`src/rtl/rr_arbiter_8.sv`:
```
// Eight-way round-robin arbiter with one-hot plus binary grant, held until release.
// Optional hold-time watchdog enabled by defining ARB_TIMEOUT_EN.
module rr_arbiter_8 #(
    parameter int unsigned MAX_HOLD = 16
) (
    input  logic       clk,
    input  logic       rst,
    input  logic [7:0] req,
    output logic [7:0] gnt,
    output logic [2:0] gnt_idx,
    output logic       gnt_valid,
    output logic       timeout
);

    typedef enum logic {
        IDLE  = 1'b0,
        GRANT = 1'b1
    } state_t;

    state_t     state;
    logic [2:0] ptr;
    logic [2:0] owner;

    // Legal MAX_HOLD range is 2..255; the hold counter is 8 bits wide.
    if (MAX_HOLD < 2 || MAX_HOLD > 255) begin : g_max_hold_out_of_range
    end

    // First requester at or after ptr, wrapping modulo 8.
    logic       found;
    logic [2:0] winner;
    logic [2:0] cand;

    always_comb begin
        found  = 1'b0;
        winner = ptr;
        cand   = ptr;
        for (int k = 0; k < 8; k++) begin
            cand = ptr + 3'(k);
            if (!found && req[cand]) begin
                found  = 1'b1;
                winner = cand;
            end
        end
    end

`ifdef ARB_TIMEOUT_EN
    localparam logic [7:0] HOLD_LAST = 8'(MAX_HOLD - 1);
    logic [7:0] hold;

    always_ff @(posedge clk) begin
        if (rst) begin
            state     <= IDLE;
            ptr       <= 3'd0;
            owner     <= 3'd0;
            gnt       <= 8'h00;
            gnt_idx   <= 3'd0;
            gnt_valid <= 1'b0;
            timeout   <= 1'b0;
            hold      <= 8'd0;
        end else begin
            timeout <= 1'b0;
            case (state)
                IDLE: begin
                    if (found) begin
                        owner     <= winner;
                        gnt       <= 8'h01 << winner;
                        gnt_idx   <= winner;
                        gnt_valid <= 1'b1;
                        hold      <= 8'd0;
                        state     <= GRANT;
                    end
                end
                GRANT: begin
                    // A release in the final allowed cycle wins over the watchdog.
                    if (!req[owner] || hold == HOLD_LAST) begin
                        gnt       <= 8'h00;
                        gnt_idx   <= 3'd0;
                        gnt_valid <= 1'b0;
                        ptr       <= owner + 3'd1;
                        timeout   <= req[owner];
                        state     <= IDLE;
                    end else begin
                        hold <= hold + 8'd1;
                    end
                end
                default: state <= IDLE;
            endcase
        end
    end
`else
    assign timeout = 1'b0;

    always_ff @(posedge clk) begin
        if (rst) begin
            state     <= IDLE;
            ptr       <= 3'd0;
            owner     <= 3'd0;
            gnt       <= 8'h00;
            gnt_idx   <= 3'd0;
            gnt_valid <= 1'b0;
        end else begin
            case (state)
                IDLE: begin
                    if (found) begin
                        owner     <= winner;
                        gnt       <= 8'h01 << winner;
                        gnt_idx   <= winner;
                        gnt_valid <= 1'b1;
                        state     <= GRANT;
                    end
                end
                GRANT: begin
                    if (!req[owner]) begin
                        gnt       <= 8'h00;
                        gnt_idx   <= 3'd0;
                        gnt_valid <= 1'b0;
                        ptr       <= owner + 3'd1;
                        state     <= IDLE;
                    end
                end
                default: state <= IDLE;
            endcase
        end
    end
`endif

endmodule

```
`config.mk`:
```
export PLATFORM = sky130hd
export DESIGN_NAME = rr_arbiter_8
export DESIGN_NICKNAME = d
export VERILOG_FILES = /design/src/rtl/rr_arbiter_8.sv
export SDC_FILE = /design/constraint.sdc
export NUM_CORES = 1
export LEC_CHECK = 0
export ABC_AREA = 1
export CAP_MARGIN = 20
export CELL_PAD_IN_SITES_DETAIL_PLACEMENT = 0
export CELL_PAD_IN_SITES_GLOBAL_PLACEMENT = 2
export CORE_ASPECT_RATIO = 1.1
export CORE_MARGIN = 4
export CORE_UTILIZATION = 29
export CTS_BUF_LIST = sky130_fd_sc_hd__clkbuf_8
export DETAILED_ROUTE_END_ITERATION = 12
export PLACE_DENSITY_LB_ADDON = 0.3
export REMOVE_ABC_BUFFERS = 1
export SYNTH_ARGS = -nofsm -noshare
export SYNTH_HDL_FRONTEND = slang
export SYNTH_SLANG_ARGS = --single-unit
```
`constraint.sdc`:
```
create_clock -name clk -period 3.2 [get_ports clk]
set_clock_uncertainty 0.15 [all_clocks]
set_input_delay 0.96 -clock clk [delete_from_list [all_inputs] [get_ports clk]]
set_output_delay 0.96 -clock clk [all_outputs]
set_load 0.05 [all_outputs]
```
After elaboration in Yosys (flattened, before gate mapping)
Cells that the tools add are included.
{"block": "word_totals", "n_memories": 0, "reg_bits": 19, "output_inout_bits": 13, "inputBits": 10, "rom_bits": 0, "latchBits": 0, "word_cells": 90, "mem_bits_rw": 0}
{"block": "classes", "n_mul": 0, "n_eq_ne": 2, "add_sub_neg": 8, "shift": 1, "bitwise_logic": 2, "div": 0, "reduce_logical": 17, "n_lt_le_gt_ge": 9, "muxes": 45}
{"cell": "$lt 3x4->1 const B", "count": 9}
{"cell": "$bmux 1 s3", "count": 9}
{"cell": "$mux 3", "count": 9}
{"cell": "$mux 1", "count": 21}
{"cell": "$mux 8", "count": 2}
{"cell": "$pmux 8 s2", "count": 1}
{"cell": "$add 3x3->3 const B", "count": 4}
{"cell": "$shl 1x3->8 const A", "count": 1}
{"cell": "$logic_and 1x1->1", "count": 7}
{"cell": "$logic_not 1->1", "count": 7}
{"cell": "$add 3x1->3 const B", "count": 2}
{"cell": "$add 3x2->3 const B", "count": 2}
{"cell": "$pmux 3 s2", "count": 1}
{"cell": "$reduce_and 2->1", "count": 3}
{"cell": "$ne 2x2->1 const B", "count": 2}
{"cell": "$pmux 1 s2", "count": 2}
{"cell": "$not 1->1", "count": 2}

Depth between registers and ports, before layout
Gate-level depths: netlist of the first run.
{"block": "logic_depth", "ltp_word": 27, "mapped_depth": 21, "depth_no_buf": 20}

Worst setup path after synthesis of the first run
No wires, ideal clock.
{"block": "synth_path", "path_kind": "reg-to-reg", "startpoint": "register ptr[0]", "endpoint": "register gnt[0]", "stages_incl_launch_ff": 18, "period_less_slack_ns": 2.580, "t_required_ns": 2.980, "arrival_time_ns": 2.360, "slack_ns": 0.620, "setup_ns": 0.070, "path_buffers": 2, "cell_sequence": "dfxtp_1 -> inv_2 -> buf_6 -> ha_1 -> inv_1 -> nand3_1 -> nand3_1 -> nand2_2 -> nor2_2 -> nand4_2 -> nor2_4 -> nand2_1 -> nor2_2 -> nor2_2 -> nor2_2 -> buf_4 -> nand2_1 -> a21oi_1"}
{"block": "synth_via", "elab_chain_cells": 27, "word_cells_on_any_way": 57, "classes_between": "add/sub (7); eq/ne (1); shift (1); mux (33); reduce/logical (15)"}
{"element": "start: declaration", "line": "21", "text": "logic [2:0] ptr;"}
{"element": "start signal: assignment", "line": "117", "text": "ptr <= owner + 3'd1;"}
{"element": "parallel branches: the longest is 27 deep, another holds $add 3x1->3"}
{"element": "end signal: assignment", "line": "106", "text": "gnt <= 8'h01 << winner;"}
{"element": "end: declaration", "line": "9", "text": "output logic [7:0] gnt,"}
Parallel ways; which one is timed is not known. The select of a mux whose other input is x is not followed.
A chain may end at the register's enable or synchronous reset.

Final worst setup path of the first run
{"block": "layout_path", "startpoint": "input port req[0]", "endpoint": "register owner[2]"}
{"block": "layout_via", "elab_chain_cells": 25, "word_cells_on_any_way": 46, "classes_between": "mux (31); reduce/logical (15)"}
{"element": "start: declaration", "line": "8", "text": "input logic [7:0] req,"}
{"element": "$bmux 1 s3", "line": "39", "text": "if (!found && req[cand]) begin"}
{"element": "$mux 1 (not written as such)", "line": "39"}
{"element": "$mux 1", "line": "39"}
{"element": "$logic_not 1->1", "line": "39"}
{"element": "$logic_and 1x1->1", "line": "39"}
{"element": "$mux 1", "line": "39"}
{"element": "$logic_not 1->1", "line": "39"}
{"element": "$logic_and 1x1->1", "line": "39"}
{"element": "[9 not listed]"}
{"element": "$mux 1", "line": "39"}
{"element": "$logic_not 1->1", "line": "39"}
{"element": "$logic_and 1x1->1", "line": "39"}
{"element": "$mux 1", "line": "39"}
{"element": "$logic_not 1->1", "line": "39"}
{"element": "$logic_and 1x1->1", "line": "39"}
{"element": "$mux 1", "line": "39"}
{"element": "$reduce_and 2->1 (no source line)"}
{"element": "end signal: assignment", "line": "105", "text": "owner <= winner;"}
{"element": "end: declaration", "line": "22", "text": "logic [2:0] owner;"}
Several ways; a longest one is shown, not always the timed one. The select of a mux whose other input is x is not followed.

==> impl_metrics.env, run 1 <==
export IMPL_critical_path_max_fanout=6
export IMPL_synth_top_family_by_area="simple AND/OR/NAND/NOR gates"
export IMPL_synth_area_sq_um=1580
export IMPL_synth_warning_count=0
export IMPL_synth_seq_area_share_pct=24.1
export IMPL_worstPathCellList="clkdlybuf4s50_1, nand2_1, nand3_1, nand2_1, nand2_1, nand2_2, nand3_1, nor2_2, nand3_2, o21ai_1, inv_1, nand2_1, nand2_1, nand2_1, nand2_2, nand2_1, a21oi_1"
export IMPL_firstDrtPassIters=4
export IMPL_cts_bufs_inserted=3
export IMPL_drt_wl_total_mm=4.43
export IMPL_clockRootBuffer="clkbuf_8"
export IMPL_rsz0062_at_grt="false"
export IMPL_netlist_top_cell_by_area="dfxtp_1"
export IMPL_pwr_density_cell_nw_per_um2=1240
export IMPL_fin_tns_setup_ns=0
export IMPL_floorplan_die_width_um=78.4
export IMPL_dp_hpwl_mm=3.57
export IMPL_cap_violations=0
export IMPL_ys_async_sr_fraction_pct=0
export IMPL_setup_viol=0
export IMPL_synth_area_top_cells="dfxtp_1 24%, nand2_1 21%, nand3_1 15%"
export IMPL_design_core_area_sq_um=5130
export IMPL_ys_seq_elements=19
export IMPL_place_congestion=0.867
export IMPL_detail_route_antenna_nets=0
export IMPL_post_synth_and_or_nand_nor_area_fraction_pct=49.9
export IMPL_detail_route_iter0_violations=69
export IMPL_critical_path_endpoint="owner[2]$_SDFFE_PP0P_"
export IMPL_synthesis_instances=262
export IMPL_number_of_h_tree_levels=1
export IMPL_synth_edf_count=0
export IMPL_cts_sink_cnt=19
export IMPL_worst_setup_path_end_kind="flip-flop"
export IMPL_yosys_cell_types_count=29
export IMPL_min_path_type="flip-flop to flip-flop"
export IMPL_critical_path_slowest_cell="clkdlybuf4s50_1"
export IMPL_ir_drop_mv=0.523
export IMPL_final_hold_violation_count=0
export IMPL_clock_latency_ns=0.25
export IMPL_worstPathArrival_ns=3.02
export IMPL_reg2reg_from="ptr[0]$_SDFFE_PP0P_"
export IMPL_rows=27
export IMPL_routedWlPerCell_um=11.8
export IMPL_critical_path_max_stage_delay_ns=0.44
export IMPL_io_buffer_count=21
export IMPL_total_leakage_power_nw=1.02
export IMPL_reg2reg_depth=18
export IMPL_design_final_nets=317
export IMPL_clock_fmax_mhz=330
export IMPL_global_route_usage_total_pct=13.4
export IMPL_design_portCount=23
export IMPL_yosysTopAreaCellShare_pct=24.1
export IMPL_synth_area_mux_share_pct=0
export IMPL_start_util_pct=30.8
export IMPL_crit_start="req[0]"
export IMPL_mostFrequentLayoutCell="nand2_1"
export IMPL_n_fill_cell=566
export IMPL_synth_area_in_compound_gates_pct=11.7
export IMPL_final_hold_worst_slack_ns=0.312
export IMPL_maximum_number_of_pins_on_one_net_before_global_route_repair=14
export IMPL_post_synth_fa_ha_maj_area_fraction_pct=2.38
export IMPL_relSlewSlack_pct=65.8
export IMPL_crit_path_frequent_cell="nand2_1"
export IMPL_post_synth_xor_area_fraction_pct=2.77
export IMPL_run_status="finished, final reports clean"
export IMPL_post_cts_hold_buffer_count=0
export IMPL_syn_to_final_growth_pct=33.3
export IMPL_report_final_slew_viol_count=0
export IMPL_reg2reg_setup_slack_ns=0.30
export IMPL_cts_tree="done"
export IMPL_floorplan_die_area_sq_um=6700
export IMPL_p_total_mw=2.61
export IMPL_crit_required_ns=3.19
export IMPL_antenna_found_initial=0
export IMPL_worstReg2RegEnd="owner[2]$_SDFFE_PP0P_"
export IMPL_critPathKind="primary input to flip-flop"
export IMPL_globalRoute_totalOverflow=0
export IMPL_viasPerCell=4.62
export IMPL_synth_top_flop_cell="dfxtp_1"
export IMPL_worst_slew_pin_slew_ns=0.512
export IMPL_final_min_period_over_clock_period_pct=94.7
export IMPL_ctsLongestPathBuffers=2
export IMPL_wire_length_of_the_first_global_routing_pass_mm=7.38
export IMPL_fp_dieH_um=85.4
export IMPL_syn_area_per_cell_sq_um=6.03
export IMPL_clk_pin_slew_worst_paths_ns=0.06
export IMPL_startpoint_type="primary input"
export IMPL_layout_cells_most_common_list="83 x nand2_1, 46 x nand3_1, 23 x buf_4"
export IMPL_antenna_cells=0
export IMPL_share_of_post_route_cells_with_drive_strength_above_1_pct=22.1
export IMPL_post_route_min_period_ns=3.03
export IMPL_drc_markers=0
export IMPL_vias=1734
export IMPL_number_of_global_route_vias_before_repair=1580
-- kinds of logic after synthesis --
| logic type | after synthesis |
|---|---|
| fa+ha+maj | 3 |
| buf+inv | 30 |
| xor+xnor | 5 |
| simple gates | 172 |
| flops | 19 |
| other cells | 1 |
| compound gates | 32 |
-- cells in the mapped netlist, types with 2 or more instances --
master and n:
inv_1 16, inv_2 6, nor2_1 14, nand3_1 47
buf_6 2, nand2_2 12, nand2_1 88, dfxtp_1 19
buf_2 2, buf_4 3, a21oi_1 20, nor2_2 6
ha_1 3, o21ai_0 6, xor2_1 4
-- layout make-up --
type | count | area (sq um) | share of cell area [%]
clock buffers | 3 | 41.3 | 1.96
clock inverters | 1 | 3.75 | 0.178
inverters | 22 | 82.6 | 3.92
multi-input cells | 213 | 1090 | 51.7
flip-flops and latches | 19 | 380 | 18.1
well taps | 72 | 90.1 | 4.28
repair buffers | 45 | 420 | 20.0
-- flip-flops by register name, indices dropped and copies added (netlist names) --
| signal | flops |
|---|---|
| gnt | 8 |
| gnt_idx | 3 |
| gnt_valid | 1 |
| owner | 3 |
| ptr | 3 |
| state | 1 |
-- worst min path at each step --
stage	startpoint	endpoint	slack, ns	depth (start not counted)
floorplan	owner[2]$_SDFFE_PP0P_	owner[2]$_SDFFE_PP0P_	0.33	2
global route	gnt[0]$_SDFFE_PP0P_	gnt[0]$_SDFFE_PP0P_	0.33	2
CTS	gnt[3]$_SDFFE_PP0P_	gnt[3]$_SDFFE_PP0P_	0.32	2
global placement	gnt_idx[0]$_SDFFE_PP0P_	gnt_idx[0]$_SDFFE_PP0P_	0.30	2
detailed placement	gnt_idx[0]$_SDFFE_PP0P_	gnt_idx[0]$_SDFFE_PP0P_	0.31	2
finish	gnt[0]$_SDFFE_PP0P_	gnt[0]$_SDFFE_PP0P_	0.31	2
-- report_power, final --
| part | internal, mW | leakage, nW | switching (mW) | total [mW] |
|---|---|---|---|---|
| registers | 0.312 | 0.155 | 0.0527 | 0.365 |
| logic | 0.754 | 0.838 | 1.34 | 2.09 |
| clock network | 0.0851 | 0.0269 | 0.0721 | 0.157 |
| total | 1.15 | 1.02 | 1.46 | 2.61 |
-- worst max-delay path: cells and delay by family --
kind,cells,cell delay (ns)
buffers and inverters,2,0.49
AND/OR/NAND/NOR,13,1.35
AO/OA/AOI/OAI,2,0.22
-- repair_timing --
action	4_1_cts	5_1_grt
buffers inserted	0	2
setup endpoints to repair	0	13
resized for setup	0	18
-- through the flow --
stage | util [%] | cells | area, sq um | setup slack (ns)
global route | 41.0 | 375 | 2110 | 0.00198
global placement | 38.9 | 369 | 2000 | -0.142
finish | 41.0 | 375 | 2110 | 0.169
floorplan | - | 254 | 1520 | 0.360
detailed placement | 38.9 | 369 | 2000 | -0.123
CTS | 39.8 | 373 | 2040 | 0.146
-- routing by layer --
metal	vias to the layer above	track usage, %	share of wire (%)
li1	935	-	-
met1	771	18.8	49
met2	23	22.0	47
met3	5	1.38	3.0
met4	0	3.34	1.1
met5	-	0	0
Note: power is estimated with default switching activity, not from simulation.
==> run 2: changes to the inputs <==
--- a/config.mk
+++ b/config.mk
@@ -6,7 +6,6 @@
 export NUM_CORES = 1
 export LEC_CHECK = 0
 export ABC_AREA = 1
-export CAP_MARGIN = 20
 export CELL_PAD_IN_SITES_DETAIL_PLACEMENT = 0
 export CELL_PAD_IN_SITES_GLOBAL_PLACEMENT = 2
 export CORE_ASPECT_RATIO = 1.1
@@ -14,7 +13,7 @@
 export CORE_UTILIZATION = 29
 export CTS_BUF_LIST = sky130_fd_sc_hd__clkbuf_8
 export DETAILED_ROUTE_END_ITERATION = 12
-export PLACE_DENSITY_LB_ADDON = 0.3
+export PLACE_DENSITY = 0.89
 export REMOVE_ABC_BUFFERS = 1
 export SYNTH_ARGS = -nofsm -noshare
 export SYNTH_HDL_FRONTEND = slang
==> impl_metrics.env, run 2 (synthesis gave the netlist of run 1 again) <==
export IMPL_run_status="finished, final reports clean"
export IMPL_firstDrtPassIters=4
export IMPL_crit_required_ns=3.24
export IMPL_final_hold_worst_slack_ns=0.312
export IMPL_number_of_h_tree_levels=1
export IMPL_utilization_after_layout_pct=41.2
export IMPL_global_route_usage_total_pct=13.5
export IMPL_critical_path_max_stage_delay_ns=0.45
export IMPL_clock_power_share_pct=6.2
export IMPL_ir_drop_mv=0.556
export IMPL_relSlewSlack_pct=66.8
export IMPL_worst_slew_pin_slew_ns=0.497
export IMPL_antenna_cells=0
export IMPL_pre_cts_slack_ns=-0.114
export IMPL_post_place_instance_area_sq_um=2010
export IMPL_final_hold_violation_count=0
export IMPL_post_route_min_period_ns=2.99
export IMPL_clock_fmax_mhz=334
export IMPL_maximum_number_of_pins_on_one_net_before_global_route_repair=14
export IMPL_min_path_type="flip-flop to flip-flop"
export IMPL_largest_register_ffs=8
export IMPL_pwr_density_cell_nw_per_um2=1230
export IMPL_rsz0062_at_grt="false"
export IMPL_instances_no_fill=374
export IMPL_worstPathCellList="clkdlybuf4s50_1, nand2_1, nand3_1, nand2_1, nand2_1, nand2_2, nand3_1, nor2_2, nand3_2, nand3_1, nand2_1, nand2_2, nand2_2, nor2_2, nand3_1, a21oi_2"
export IMPL_crit_start="req[2]"
export IMPL_worst_setup_path_end_kind="flip-flop"
export IMPL_post_route_cell_area_sq_um=2120
export IMPL_drt_wl_total_mm=4.36
export IMPL_clockRootBuffer="clkbuf_8"
export IMPL_wire_length_of_the_first_global_routing_pass_mm=7.51
export IMPL_design_final_nets=316
export IMPL_detail_route_iter0_violations=81
export IMPL_critical_path_max_fanout=6
export IMPL_report_final_slew_viol_count=0
export IMPL_routedWlPerCell_um=11.6
export IMPL_dp_hpwl_mm=3.52
export IMPL_worstHoldStart="gnt[1]$_SDFFE_PP0P_"
export IMPL_fin_tns_setup_ns=0
export IMPL_vias=1731
export IMPL_startpoint_type="primary input"
export IMPL_ctsLongestPathBuffers=2
export IMPL_p_seq_share_pct=13.9
export IMPL_reg2reg_from="ptr[0]$_SDFFE_PP0P_"
export IMPL_cts_tree="done"
export IMPL_cts_sink_cnt=19
export IMPL_floorplan_die_width_um=78.4
export IMPL_floorplan_die_area_sq_um=6700
export IMPL_drc_markers=0
export IMPL_power_switching_fraction_pct=56.1
export IMPL_net_switching_power_mw=1.46
export IMPL_start_util_pct=30.8
export IMPL_design_portCount=23
export IMPL_cells_after_dpl=370
export IMPL_globalRoute_totalOverflow=0
export IMPL_syn_to_final_growth_pct=33.9
export IMPL_number_of_global_route_vias_before_repair=1691
export IMPL_io_buffer_count=21
export IMPL_layout_cells_most_common_list="83 x nand2_1, 45 x nand3_1, 22 x buf_4"
export IMPL_setup_viol=0
export IMPL_fp_dieH_um=85.4
export IMPL_clock_latency_ns=0.25
export IMPL_antenna_found_initial=0
export IMPL_place_congestion=0.778
export IMPL_cell_int_power_mw=1.14
export IMPL_critPathKind="primary input to flip-flop"
export IMPL_share_of_post_route_cells_with_drive_strength_above_1_pct=22.5
export IMPL_critical_path_slowest_cell="clkdlybuf4s50_1"
export IMPL_design_core_area_sq_um=5130
export IMPL_biggest_register="gnt"
export IMPL_p_total_mw=2.60
export IMPL_comb_power_share_pct=79.9
export IMPL_cts_bufs_inserted=3
export IMPL_layout_setup_ws_ns=0.206
export IMPL_total_leakage_power_nw=1.02
export IMPL_clk_pin_slew_worst_paths_ns=0.07
export IMPL_viasPerCell=4.63
export IMPL_mostFrequentLayoutCell="nand2_1"
export IMPL_cap_violations=0
export IMPL_rows=27
export IMPL_detail_route_antenna_nets=0
export IMPL_final_min_period_over_clock_period_pct=93.6
export IMPL_worstPathArrival_ns=3.03
run 2: layout make-up:
cell class	instances	area [sq um]
Inverter	22	82.6
Multi-Input combinational cell	213	1100
Clock inverter	1	3.75
Fill cell	581	3020
Sequential cell	19	380
Clock buffer	3	41.3
Timing Repair Buffer	44	413
Tap cell	72	90.1
run 2: what timing repair did:
action	in CTS	in global routing
setup buffers	0	0
endpoints found under the setup margin	0	10
resized for setup	0	21
hold buffers	0	0
run 2: per-layer routing:
layer  vias to the layer above  track usage (%)  part of all wire, %
met4                         0             3.34                 0.92
met3                         4            0.955                  1.1
li1                        930                -                    -
met5                         -                0                    0
met2                        18             23.2                   49
met1                       779             18.2                   49
run 2: path summary, 6_finish.rpt:
kind         slack [ns]  cells past startpoint                  end
min reg2reg        0.31                      2  gnt[1]$_SDFFE_PP0P_
max                0.21                     16  gnt[3]$_SDFFE_PP0P_
max reg2reg        0.34                     17  gnt[1]$_SDFFE_PP0P_
min                0.31                      2  gnt[1]$_SDFFE_PP0P_
run 2: power groups by stage:
stage | combinational, mW | clock (mW) | sequential [mW]
2_1_floorplan | 1.21 | 0 | 0.518
5_1_grt | 2.34 | 0.176 | 0.374
4_1_cts | 1.98 | 0.166 | 0.363
3_5_place_dp | 1.97 | 0 | 0.367
6_report | 2.08 | 0.162 | 0.362
3_3_place_gp | 1.98 | 0 | 0.367
run 2: critical path, delay by kind of cell:
kind,cells,cell delay [ns]
AO/OA/AOI/OAI,1,0.13
buffers and inverters,1,0.45
AND/OR/NAND/NOR,14,1.49
==> run 3: changes to the inputs <==
--- a/config.mk
+++ b/config.mk
@@ -15,6 +15,7 @@
 export DETAILED_ROUTE_END_ITERATION = 12
 export PLACE_DENSITY = 0.89
 export REMOVE_ABC_BUFFERS = 1
+export SETUP_SLACK_MARGIN = 0.4
 export SYNTH_ARGS = -nofsm -noshare
 export SYNTH_HDL_FRONTEND = slang
 export SYNTH_SLANG_ARGS = --single-unit
==> impl_metrics.env, run 3 (synthesis gave the netlist of run 1 again) <==
export IMPL_rows=27
export IMPL_share_of_post_route_cells_with_drive_strength_above_1_pct=37.1
export IMPL_cts_tree="done"
export IMPL_worstReg2RegEnd="gnt_idx[0]$_SDFFE_PP0P_"
export IMPL_syn_to_final_growth_pct=44.6
export IMPL_min_path_type="flip-flop to flip-flop"
export IMPL_rsz0062_at_grt="true"
export IMPL_cells_after_dpl=370
export IMPL_cts_bufs_inserted=3
export IMPL_cts_sink_cnt=19
export IMPL_critical_path_max_stage_delay_ns=0.21
export IMPL_instances_no_fill=379
export IMPL_final_min_period_over_clock_period_pct=82.3
export IMPL_worstPathBufferInverterCount=3
export IMPL_design_core_area_sq_um=5130
export IMPL_biggest_register="gnt"
export IMPL_maximum_number_of_pins_on_one_net_before_global_route_repair=14
export IMPL_floorplan_die_width_um=78.4
export IMPL_final_hold_violation_count=0
export IMPL_layout_cells_most_common_list="72 x nand2_1, 32 x nand3_1, 26 x nand2_2, 26 x buf_4, 19 x dfxtp_1"
export IMPL_global_route_usage_total_pct=13.6
export IMPL_crit_path_frequent_cell="nand2_1"
export IMPL_reg2reg_setup_slack_ns=0.57
export IMPL_clock_latency_ns=0.25
export IMPL_worstPathArrival_ns=2.68
export IMPL_fp_dieH_um=85.4
export IMPL_worst_slew_pin_slew_ns=0.497
export IMPL_drc_markers=0
export IMPL_design_portCount=23
export IMPL_place_congestion=0.778
export IMPL_largest_register_ffs=8
export IMPL_vias=1789
export IMPL_timing_critical_path_depth=15
export IMPL_number_of_global_route_vias_before_repair=1703
export IMPL_clockRootBuffer="clkbuf_8"
export IMPL_reg2reg_depth=16
export IMPL_detail_route_iter0_violations=76
export IMPL_final_hold_worst_slack_ns=0.312
export IMPL_crit_required_ns=3.25
export IMPL_report_final_slew_viol_count=0
export IMPL_clk_pin_slew_worst_paths_ns=0.07
export IMPL_routedWlPerCell_um=11.9
export IMPL_worst_setup_path_end_kind="flip-flop"
export IMPL_critical_path_max_fanout=5
export IMPL_number_of_h_tree_levels=1
export IMPL_io_buffer_count=21
export IMPL_wire_length_of_the_first_global_routing_pass_mm=7.61
export IMPL_worstPathCellList="clkbuf_2, nand2_1, nand3_1, nand2_1, nor2_1, nor2_2, nand4_4, nor2_4, nand3_4, inv_4, nand2_1, nand2_2, buf_4, nand2_1, a21oi_2"
export IMPL_design_final_nets=321
export IMPL_start_util_pct=30.8
export IMPL_floorplan_die_area_sq_um=6700
export IMPL_cap_violations=0
export IMPL_post_route_min_period_ns=2.63
export IMPL_antenna_cells=0
export IMPL_reg2reg_from="ptr[0]$_SDFFE_PP0P_"
export IMPL_setup_viol=0
export IMPL_post_cts_hold_buffer_count=0
export IMPL_crit_start="req[0]"
export IMPL_fin_tns_setup_ns=0
export IMPL_critical_path_endpoint="gnt_idx[0]$_SDFFE_PP0P_"
export IMPL_startpoint_type="primary input"
export IMPL_viasPerCell=4.72
export IMPL_critPathKind="primary input to flip-flop"
export IMPL_globalRoute_totalOverflow=0
export IMPL_relSlewSlack_pct=66.8
export IMPL_antenna_found_initial=0
export IMPL_worst_path_dominant_cell_family="simple AND/OR/NAND/NOR gates"
export IMPL_mostFrequentLayoutCell="nand2_1"
export IMPL_ctsLongestPathBuffers=2
export IMPL_firstDrtPassIters=4
export IMPL_clock_fmax_mhz=380
export IMPL_run_status="finished, final reports clean"
export IMPL_critical_path_slowest_cell="nor2_4"
export IMPL_detail_route_antenna_nets=0
export IMPL_drt_wl_total_mm=4.51
export IMPL_dp_hpwl_mm=3.52
## run 3: cell count changes in the layout (fill, tap and decap cells not counted), sizes merged
cell           before  now
buf                23   28
clkbuf              3   11
clkdlybuf4s50      14   13
dlymetal6s2s        7    0
## run 3: timing repair
item	in CTS	in global routing
gates resized for setup	18	66
pin swaps	6	15
cloned	0	0
setup endpoints to repair	15	15
buffers inserted	0	5
## run 3: worst min-delay path, cell delays in order (launching register included)
cell and delay [ns]:
dfxtp_1 0.31, nand2_1 0.06, a21oi_1 0.05
## run 3: worst min-delay path by stage
stage | start | end | slack, ns | cells past startpoint
finish | gnt[1]$_SDFFE_PP0P_ | gnt[1]$_SDFFE_PP0P_ | 0.31 | 2
global route | gnt_idx[2]$_SDFFE_PP0P_ | gnt_idx[2]$_SDFFE_PP0P_ | 0.34 | 2
CTS | gnt_idx[0]$_SDFFE_PP0P_ | gnt_idx[0]$_SDFFE_PP0P_ | 0.32 | 2
detailed placement | gnt_idx[0]$_SDFFE_PP0P_ | gnt_idx[0]$_SDFFE_PP0P_ | 0.30 | 2
global placement | gnt_valid$_SDFFE_PP0P_ | gnt_valid$_SDFFE_PP0P_ | 0.30 | 2
floorplan | owner[2]$_SDFFE_PP0P_ | owner[2]$_SDFFE_PP0P_ | 0.33 | 2
## run 3: per-stage QoR
step           setup slack (ns)  cell area, sq um  util, %
2_1_floorplan             0.360              1520        -
3_3_place_gp            -0.0771              2010     39.1
3_5_place_dp             -0.114              2010     39.1
4_1_cts                   0.402              2070     40.3
5_1_grt                   0.357              2280     44.5
6_report                  0.566              2280     44.5
## run 3: area by class of cell
cell class | instances | area (sq um)
fillers | 570 | 2850
multi-input cells | 213 | 1280
repair buffers | 49 | 397
flip-flops and latches | 19 | 380
inverters | 22 | 92.6
well taps | 72 | 90.1
clock buffers | 3 | 41.3
clock inverters | 1 | 3.75
## run 3: routing by layer
metal  track usage (%)  vias to the layer above  routed length [um]
li1                  -                      952                   -
met1              18.4                      802                2150
met2              23.5                       29                2210
met3             0.955                        6                  94
met4              3.34                        0                  53
met5                 0                        -                   0
Power of run 3 is left out: the tool's default activity adds up to more than one toggle a clock period on the data nets, which glitch-free logic cannot reach.
==> variant: new RTL, config.mk and constraints of run 3 <==
Add a define of `ARB_TIMEOUT_EN`.
--- a/src/rtl/rr_arbiter_8.sv
+++ b/src/rtl/rr_arbiter_8.sv
@@ -2,2 +2,4 @@
 // Optional hold-time watchdog enabled by defining ARB_TIMEOUT_EN.
+`define ARB_TIMEOUT_EN
+
 module rr_arbiter_8 #(
Check against the original RTL: same outputs for any inputs over 10 cycles, from zero or initial values and one cycle with rst high; that may be too few to reach the edited logic, so the function may still have changed.
==> variant against run 3 <==
- sequential cell count grew 9
- global-route usage grew 0.56 points
- largest cell class unchanged
- cell area is 23% higher
- synthesized area is 28% higher
- setup slack worse by 0.018 ns
- sequential share of layout area rose by 3.5 points
- wire length up 27%
- critical endpoint is now gnt[3]$_SDFFE_PP0P_
==> variant: results (changes against run 3) <==
Synth
  – Xor/xnor share of the synthesized area: 1.676% (was 2.771%)
  – Adder-cell share of the synthesized area: 2.483% (was 2.375%)
  – Synth top area cells: dfxtp_1 (28%), nand2_1 (20%), nand3_1 (11%) (was dfxtp_1 (24%), nand2_1 (21%), nand3_1 (15%))
  – Sequential-to-total area share from yosys stat: 27.81% (was 24.07%)
  – Post-synthesis mux area share: 0.9932% (was 0%)
  – Synth cell count leaders: nand2_1 (106), nand3_1 (45), dfxtp_1 (28) (was nand2_1 (88), nand3_1 (47), a21oi_1 (20))
  – Yosys cell types: 39 (was 29)
  – Synth Area in Compound Gates: 9.559% (was 11.72%)

GRT
  – Met1 GRT Util: 17.60% (was 18.40%)
  – Total track usage: 14.19% (was 13.63%)
  – Vias in the first global route: 2108 (was 1703)
  – Global-route met2 utilization: 25.75% (was 23.52%)
  – First-pass GRT wire length: 9.556 mm (was 7.610 mm)
  – Met3 GRT Util: 1.296% (was 0.9554%)
  – Pin count of the biggest net entering global routing: 17 (was 14)

Placed design
  – Dpl cell area: 2477 µm² (was 2007 µm²)
  – PortBufs: 22 (was 21)
  – Gpl congestion: 0.8258 (was 0.7779)
  – Post-DP HPWL: 4.380 mm (was 3.519 mm)

Detailed routing
  – Vias: 2163 (was 1789)
  – Drt total wl: 5.728 mm (was 4.506 mm)
  – Detailed Route Iter0 Violations: 64 (was 76)

Clock tree
  – Clock-pin slew on the worst setup and hold paths: 0.10 ns (was 0.07 ns)
  – Clock Latency Late Sink: 0.27 ns (was 0.25 ns)

Cells and area
  – Ant. Diodes: 0 (unchanged)
  – Fin nets: 378 (was 321)
  – Layout cells sized above 1: 36.36% (was 37.13%)
  – Fillers: 732 (was 570)

STA
  – Rel. slew slack: 66.78% (was 66.77%)

Min path
  – Hold Path Class: reg -> reg (unchanged)

Setup path
  – Slowest CP cell: a21oi_2 (was nor2_4)

Outcome
  – Status: finished, final reports clean (unchanged)
[variant: changes by cell type in the layout (fill, tap and decap cells not counted), moves of 4 or more]
cell / change
inv_2: +4
a21oi_1: -4
nand2_2: +5
nand4_1: +9
nand2_1: +15
nand3_2: +4
dfxtp_1: +7
nand3_1: -5
[variant: final timing paths]
kind | start | to | cells past startpoint
max | req[0] | gnt[3]$_SDFFE_PP0P_ | 14
min | gnt_idx[0]$_SDFFE_PP0P_ | gnt_idx[0]$_SDFFE_PP0P_ | 2
max reg2reg | ptr[1]$_SDFFE_PP0P_ | gnt[3]$_SDFFE_PP0P_ | 15
min reg2reg | gnt_idx[0]$_SDFFE_PP0P_ | gnt_idx[0]$_SDFFE_PP0P_ | 2
[variant: layer usage]
metal | up-vias | wire length [µm]
met5 | - | 0
met4 | 0 | 75
met3 | 6 | 96
met2 | 31 | 2893
met1 | 982 | 2662
li1 | 1144 | -
[variant: where the power goes]
part           internal (mW)  switching (mW)
clock network          0.167           0.112
logic                  0.709            1.27
registers              0.441          0.0832
[variant: final cells by class]
cell class | instances | area, µm² | share of cell area (%)
inverters | 29 | 116.4 | 4.156
repair buffers | 53 | 420.4 | 15.01
well taps | 82 | 102.6 | 3.664
clock inverters | 1 | 30.03 | 1.072
clock buffers | 3 | 41.29 | 1.475
flip-flops and latches | 28 | 563.0 | 20.11
multi-input cells | 249 | 1526 | 54.51
[variant: cell families (layout without fill, tap and decap cells)]
group	after synthesis	in the layout
fa+ha+maj	4	4
xor+xnor	3	3
simple gates	209	209
compound gates	31	31
mux	2	2
flops	28	28
buf+inv	34	86
[variant: tightest hold or removal path, cell delays in order (launching register included)]
cell and delay (ns):
dfxtp_1 0.32, nand2_1 0.06, nand2_1 0.04
[variant: metrics by stage]
| stage | worst slack, ns | hold WS (ns) | util [%] | std cells |
|---|---|---|---|---|
| 3_3_place_gp | -0.08962 | 0.2835 | 37.13 | 433 |
| 4_1_cts | 0.4132 | 0.3141 | 38.82 | 439 |
| 5_1_grt | 0.4105 | 0.3370 | 41.97 | 445 |
| 2_1_floorplan | 0.4867 | 0.2843 | - | 306 |
| 6_report | 0.5478 | 0.3049 | 41.97 | 445 |
| 3_5_place_dp | -0.08365 | 0.2878 | 37.13 | 433 |
[variant: repair_timing]
| item | in CTS | in global routing |
|---|---|---|
| pin swaps | 8 | 27 |
| resized for setup | 19 | 64 |
| buffers inserted | 2 | 6 |
| setup endpoints to repair | 22 | 21 |
